==> config.mk <==
export PLATFORM = sky130hd
export DESIGN_NAME = instr_fetch
export DESIGN_NICKNAME = d
export VERILOG_FILES = /design/src/rtl/instr_fetch.sv
export SDC_FILE = /design/constraint.sdc
export NUM_CORES = 1
export LEC_CHECK = 0
export BUFFER_PORTS_ARGS = -buffer_cell sky130_fd_sc_hd__buf_2
export CELL_PAD_IN_SITES_DETAIL_PLACEMENT = 1
export CELL_PAD_IN_SITES_GLOBAL_PLACEMENT = 1
export CORE_AREA = 4 4 132 134
export DETAILED_ROUTE_END_ITERATION = 8
export DIE_AREA = 0 0 136 138
export PLACE_DENSITY = 0.89
export SYNTH_ARGS = -nofsm -noshare
export SYNTH_HDL_FRONTEND = slang
export SYNTH_SLANG_ARGS = --single-unit
==> constraint.sdc <==
create_clock -name clk -period 3.7 [get_ports clk]
set_input_delay 0.74 -clock clk [delete_from_list [all_inputs] [get_ports clk]]
set_output_delay 0.74 -clock clk [all_outputs]
set_load 0.01 [all_outputs]
==> src/rtl/instr_fetch.sv <==
// Instruction fetch stage: holds the PC, issues single-word reads to instruction
// memory and hands each fetched word with its PC to decode over valid/ready.
module instr_fetch #(
  parameter logic [31:0] RESET_PC = 32'h0000_0000
) (
  input  logic        clk,
  input  logic        rst_n,
  output logic        imem_req,
  output logic [31:0] imem_addr,
  input  logic [31:0] imem_rdata,
  input  logic        imem_rvalid,
  output logic [31:0] instr,
  output logic [31:0] instr_pc,
  output logic        instr_valid,
  input  logic        instr_ready,
  input  logic        branch_taken,
  input  logic [31:0] branch_pc,
  input  logic [31:0] branch_imm,
  output logic        fetch_error
);

  localparam logic [1:0] FETCH = 2'd0;
  localparam logic [1:0] WAIT  = 2'd1;
  localparam logic [1:0] HOLD  = 2'd2;
  localparam logic [1:0] ERROR = 2'd3;

  // Handshake: decode takes instr/instr_pc on a rising edge where
  // instr_valid=1 and instr_ready=1, unless branch_taken squashes it that cycle.
  logic [1:0]  state;
  logic [31:0] pc;
  logic        flush_pending;
  logic [31:0] target;

  // branch_imm carries the raw B-type immediate; bit 0 of the offset is implicit.
  assign target    = branch_pc + {{19{branch_imm[11]}}, branch_imm[11:0], 1'b0};
  assign imem_req  = (state == FETCH);
  assign imem_addr = pc;

  always_ff @(posedge clk) begin
    if (!rst_n) begin
      state         <= FETCH;
      pc            <= RESET_PC;
      instr         <= 32'h0;
      instr_pc      <= 32'h0;
      instr_valid   <= 1'b0;
      fetch_error   <= 1'b0;
      flush_pending <= 1'b0;
    end else if (branch_taken && state != ERROR) begin
      if (target[1]) begin
        fetch_error <= 1'b1;
        instr_valid <= 1'b0;
        state       <= ERROR;
      end else begin
        pc <= target;
        case (state)
          FETCH: begin
            // The request just issued returns data for the old path.
            flush_pending <= 1'b1;
            state         <= WAIT;
          end
          WAIT: begin
            if (imem_rvalid) begin
              flush_pending <= 1'b0;
              state         <= FETCH;
            end else begin
              flush_pending <= 1'b1;
            end
          end
          default: begin
            instr_valid <= 1'b0;
            state       <= FETCH;
          end
        endcase
      end
    end else begin
      case (state)
        FETCH: state <= WAIT;
        WAIT: begin
          if (imem_rvalid) begin
            if (flush_pending) begin
              flush_pending <= 1'b0;
              state         <= FETCH;
            end else begin
              instr       <= imem_rdata;
              instr_pc    <= pc;
              instr_valid <= 1'b1;
              pc          <= pc + 32'd4;
              state       <= HOLD;
            end
          end
        end
        HOLD: begin
          if (instr_ready) begin
            instr_valid <= 1'b0;
            state       <= FETCH;
          end
        end
        default: state <= ERROR;
      endcase
    end
  end

endmodule

After elaboration in Yosys (flattened, before gate mapping)
Index checks and enable logic that the tools add are counted.

$add $sub $neg: 2. Equality and inequality tests: 10. Multiplexer cells: 26. Bitwise operators: 2. Reduce and logical (&&, ||, !) cells: 13.

Operators by type and width (number): two-way mux 32 bit (5); adder 32 x 3 -> 32 bit, second input constant (1); adder 32 bit (1); != test 3 bit, second input constant (5); two-way mux 2 bit (6); AND reduction 4 bit (3); two-way mux 1 bit (11); case mux 2 bit (3 select lines) (1); nonzero test 2 bit (3); AND reduction 5 bit (1); != test 2 bit, second input constant (2); case mux 1 bit (2 select lines) (2); case mux 2 bit (2 select lines) (1); AND reduction 3 bit (1); nonzero test 3 bit (1); equality test 2 x 1 -> 1 bit, second input constant (1); equality test 2 bit, second input constant (1); logical NOT 2 bit (1); != test 2 x 1 -> 1 bit, second input constant (1); NOT 1 bit (2); AND reduction 2 bit (1); OR reduction 2 bit (1); logical AND 1 bit (1).

Register bits after elaboration: 101. Logic and storage cells: 60.

Depth between registers and ports, before layout
Word-level depth: 5. Mapped depth: 12. Depth with buffers taken out: 12.

Worst setup path after synthesis
No wires, ideal clock.

Path type: input to register. Start point: input port branch_pc[5]. End point: register pc[23], in the netlist imem_addr[23]. Data arrival time: 2950 ps. Path slack: 636 ps. Stages: 10. Path through: ha_1 -> a21o_1 -> a21oi_2 -> o21ai_2 -> a21o_1 -> or2_1 -> a221o_1 -> a221oi_2 -> xor2_1 -> a2111oi_0.

Word-level cells in the longest chain between the ends: 3.

Ends and longest elaborated chain: start, declared (line 17) `input logic [31:0] branch_pc,`; adder 32 bit (line 35) `assign target = branch_pc + {{19{branch_imm[11]}}, branch_imm[11:0], 1'b0};`; two-way mux 32 bit (line 49) `if (target[1]) begin`; two-way mux 32 bit (line 48) `end else if (branch_taken && state != ERROR) begin`; end signal, assigned (line 54) `pc <= target;`; end signal, assigned (line 87) `pc <= pc + 32'd4;`; end, declared (line 30) `logic [31:0] pc;`.

No other way between the ends. The select of a mux whose other input is x is not followed. A chain may end at the register's enable or synchronous reset.

Worst setup path in the final report
Start point: input port branch_pc[1]. End point: register pc[23], in the netlist imem_addr[23].

Word-level cells in the longest chain between the ends: 3.

Ends and longest elaborated chain (line): adder 32 bit * (35); != test 2 bit (no source line) or two-way mux 32 bit (tied branches); AND reduction 4 bit (no source line) or two-way mux 32 bit (tied branches).

Every way passes the cells marked *; elsewhere a longest branch is shown, timed or not. The select of a mux whose other input is x is not followed.

==> results.md <==
* Total gr overflow at 0
* Clk_skew at 0.0119 ns
* H-tree depth at 3
* WP data required at 3.92 ns
* Seq pwr share at 38.8%
* Maximum vdd drop at just under 0.2 mV
* Multi-input gate area at 3530 sq um
* P_sw at 1.04 mW
* Number of DRC violations after detailed routing at 0
* Final Slew Violations at 0
* Antenna Cells at 0
* Critical path capture point type: register
* I/O Pins at 200
* CP arrival at ~3.4 ns
* FF+latch count, synth at 99
* Vias in the first global route at 6084
* Period utilization at 86.2%
* CTS Root Cell: clkbuf_16
* Status: finished, final reports clean
* RSZ-0062 raised after global routing: no
* Reg area at around 2000 sq um
* Skew-Pair Late Insertion Delay at 0.35 ns
* Static Leak at ~3.1 nW
* Synth top area cells: dfxtp_1 35%, a21oi_1 12%, nand2_1 11%, ha_1 7.6%, o21ai_0 3.5%
* Layout cells sized above 1 at 24.3%
* CTS tree: done
* TritonCTS Buffers at 9
* Adder-cell share of the synthesized area at 7.98%
* Startpoint types: primary input
* Synth area leader: dfxtp_1
* Clock Sink Count at 99
* Switch share at 32.6%
* Largest net degree at the start of global routing at 48
* Comb power frac at between 20% and 30%
* Dpl ws at 0.173 ns
* Max-cap viol count at 0
* Post-Synth XOR/XNOR Area at 3.82%
* Drt pass-1 iters at 5
* Port Buffers at 177
* Fraction of registers with async set/reset at 0%
* Largest family of logic cells by synthesized area: compound AO/OA/AOI/OAI gates
* Pwr/cell area at 444 nW/um^2
* Fillers at 2094
* Initial antenna violation count at 0
* Routed Antenna Nets at 0
* Fin nets at 1063
* Dpl hpwl at 14500 um
* Met3 WL at 1190 um
* Achievable Freq at roughly 310 MHz
* Min setup slack post-route at 0.512 ns
* Total track usage at about a fifth
* CTS Hold Buffers Added at 0
* Post-synth EDFFs at 0
* Met1 WL at 8280 um
* RePlAce Congestion at 0.805
* # resized after CTS at 0
* Mapped Area at approximately 5700 sq um
* Vias per inst at 5.29
* Clk pwr share at 34.1%
* Pint at 2.15 mW
* Minimum clock period at around 3.2 ns
* Layout area overhead at 25.0%
* Via count at 6084
* Core area at approximately 16000 sq um
* Post-synthesis cell count at 768
* CTS clk-pin slew, worst paths at 0.07 ns
* Post-synthesis compound-gate area fraction at approximately a quarter
* Die span in y at 138 um
* Worst slew pin tran at 0.606 ns
* Yosys cell types at 67
* Setup CP Type: in -> reg
* Initial core utilization at 35.2%
* Post-CTS Repair Setup Buffers at 0
* Drt initial violations at 274
* Clock buffer depth at 2
* Final WL at 19000 um
* Post-synthesis sequential area ratio at 34.5%
* WL/cell at 16.5 um
* Simple-Gate Fraction of Synth Area at 22.9%
* HP Class: reg -> reg
* Num rows at 47
* Chip width at 136 um
* Syn Area/Cell at between 7 and 8 sq um
* First-pass GRT wire length at a little over 30000 um
* Synth warn at 0
* Final hold vios at 0
* Setup violations, final at 0
* Multiplexer share of the synthesized area at 1.05%
* Main flop type after synthesis: dfxtp_1
* Routed length on met2 at around 9300 um
* Worst-path fanout max at 4
* Die area at 18800 sq um
* Setup TNS Final at 0 ns
* Uppermost layer routed: met4
* Worst slew margin at approximately three fifths
* Synth top area share at 34.5%
[metrics by stage]
step / util [%] / hold slack, ns / total power, mW / instance area, sq um / cells
floorplan: - / 0.481 / 1.80 / 5740 / 769
global placement: 41.9 / 0.439 / 2.09 / 6830 / 1135
detailed placement: 41.9 / 0.445 / 2.12 / 6830 / 1135
CTS: 44.0 / 0.455 / 3.21 / 7170 / 1151
global route: 44.0 / 0.472 / 3.37 / 7170 / 1151
finish: 44.0 / 0.453 / 3.19 / 7170 / 1151
[worst max-delay path: stages]
cell and delay [ns]:
buf_2 0.10, ha_1 0.20, inv_1 0.07, fa_1 0.18, nor2b_1 0.07, o21ai_1 0.19, o21ai_2 0.15, a21o_1 0.20
or2_1 0.28, a221o_1 0.39, a221oi_2 0.28, xor2_1 0.13, a2111oi_0 0.41
[cell type report]
class | instances | share of cell area [%]
clock buffer | 10 | 3.19
inverter | 14 | 0.733
timing repair buffer | 191 | 13.8
tap | 220 | 3.84
clock inverter | 6 | 1.59
multi-input combinational | 611 | 49.2
sequential | 99 | 27.6
[layer usage]
layer  track usage, %  vias to the layer above
li1                 -                     3014
met1             24.7                     2883
met2             34.5                      165
met3             3.67                       22
met4             5.57                        0
met5                0                        -
[synthesized netlist by cell type (3+ instances only)]
cell,n
nand2_1,174
a21oi_1,136
dfxtp_1,99
nor2_1,40
o21ai_0,40
clkbuf_1,38
ha_1,35
nand3_1,16
a21o_1,15
inv_1,13
xnor2_1,13
a211oi_1,12
xor2_1,12
nor3_1,8
nand4_1,7
and3_1,6
mux2i_1,6
nor2b_1,6
o211ai_1,6
a31oi_1,5
and2_1,5
o21ai_1,5
and4_1,4
buf_2,4
nand2b_1,4
o21bai_1,4
or2_2,4
a311oi_1,3
nand3_2,3
[power groups by stage]
| stage | Sequential [mW] | Clock [mW] | Combinational, mW |
|---|---|---|---|
| 2_1_floorplan | 1.27 | 0 | 0.533 |
| 3_3_place_gp | 1.26 | 0 | 0.835 |
| 3_5_place_dp | 1.26 | 0 | 0.862 |
| 4_1_cts | 1.23 | 1.11 | 0.869 |
| 5_1_grt | 1.25 | 1.15 | 0.966 |
| 6_report | 1.24 | 1.09 | 0.863 |
[kinds of logic (layout without fill, tap and decap cells)]
| kind of cell | count (synthesis) | count (layout) |
|---|---|---|
| AND/OR/NAND/NOR | 291 | 291 |
| AO/OA/AOI/OAI | 251 | 251 |
| flip-flops | 99 | 99 |
| buffers and inverters | 59 | 221 |
| adder cells (fa/ha/maj) | 36 | 36 |
| XOR/XNOR | 25 | 25 |
| multiplexers | 6 | 6 |
| other | 1 | 2 |
[path summary, 6_finish.rpt]
check        slack (ns)                         end  cells past startpoint                 startpoint
max                0.51  imem_addr[23]$_SDFFE_PN0P_                     13               branch_pc[1]
min                0.45   instr_pc[16]$_SDFFE_PN0P_                      2  instr_pc[16]$_SDFFE_PN0P_
max reg2reg        1.07    instr_pc[7]$_SDFFE_PN0P_                      7      state[0]$_SDFFE_PN0P_
min reg2reg        0.45   instr_pc[16]$_SDFFE_PN0P_                      2  instr_pc[16]$_SDFFE_PN0P_
[sequential cells by signal, indices dropped and copies added (netlist names)]
name,count
instr_pc,31
instr_valid,1
state,2
flush_pending,1
fetch_error,1
instr,32
imem_addr,31
[cells in the final DEF (no fill, tap or decap), types with 6 or more instances in the layout]
master	Yosys	final
a211oi_1	12	12
a21o_1	15	15
a21oi_1	136	136
buf_2	4	177
buf_4	2	14
clkbuf_16	0	9
dfxtp_1	99	99
ha_1	35	35
inv_1	13	13
mux2i_1	6	6
nand2_1	174	174
nand3_1	16	16
nand4_1	7	7
nor2_1	40	40
nor2b_1	6	6
nor3_1	8	8
o211ai_1	6	6
o21ai_0	40	40
xnor2_1	13	13
xor2_1	12	12
Power figures use the tool's default switching activity.
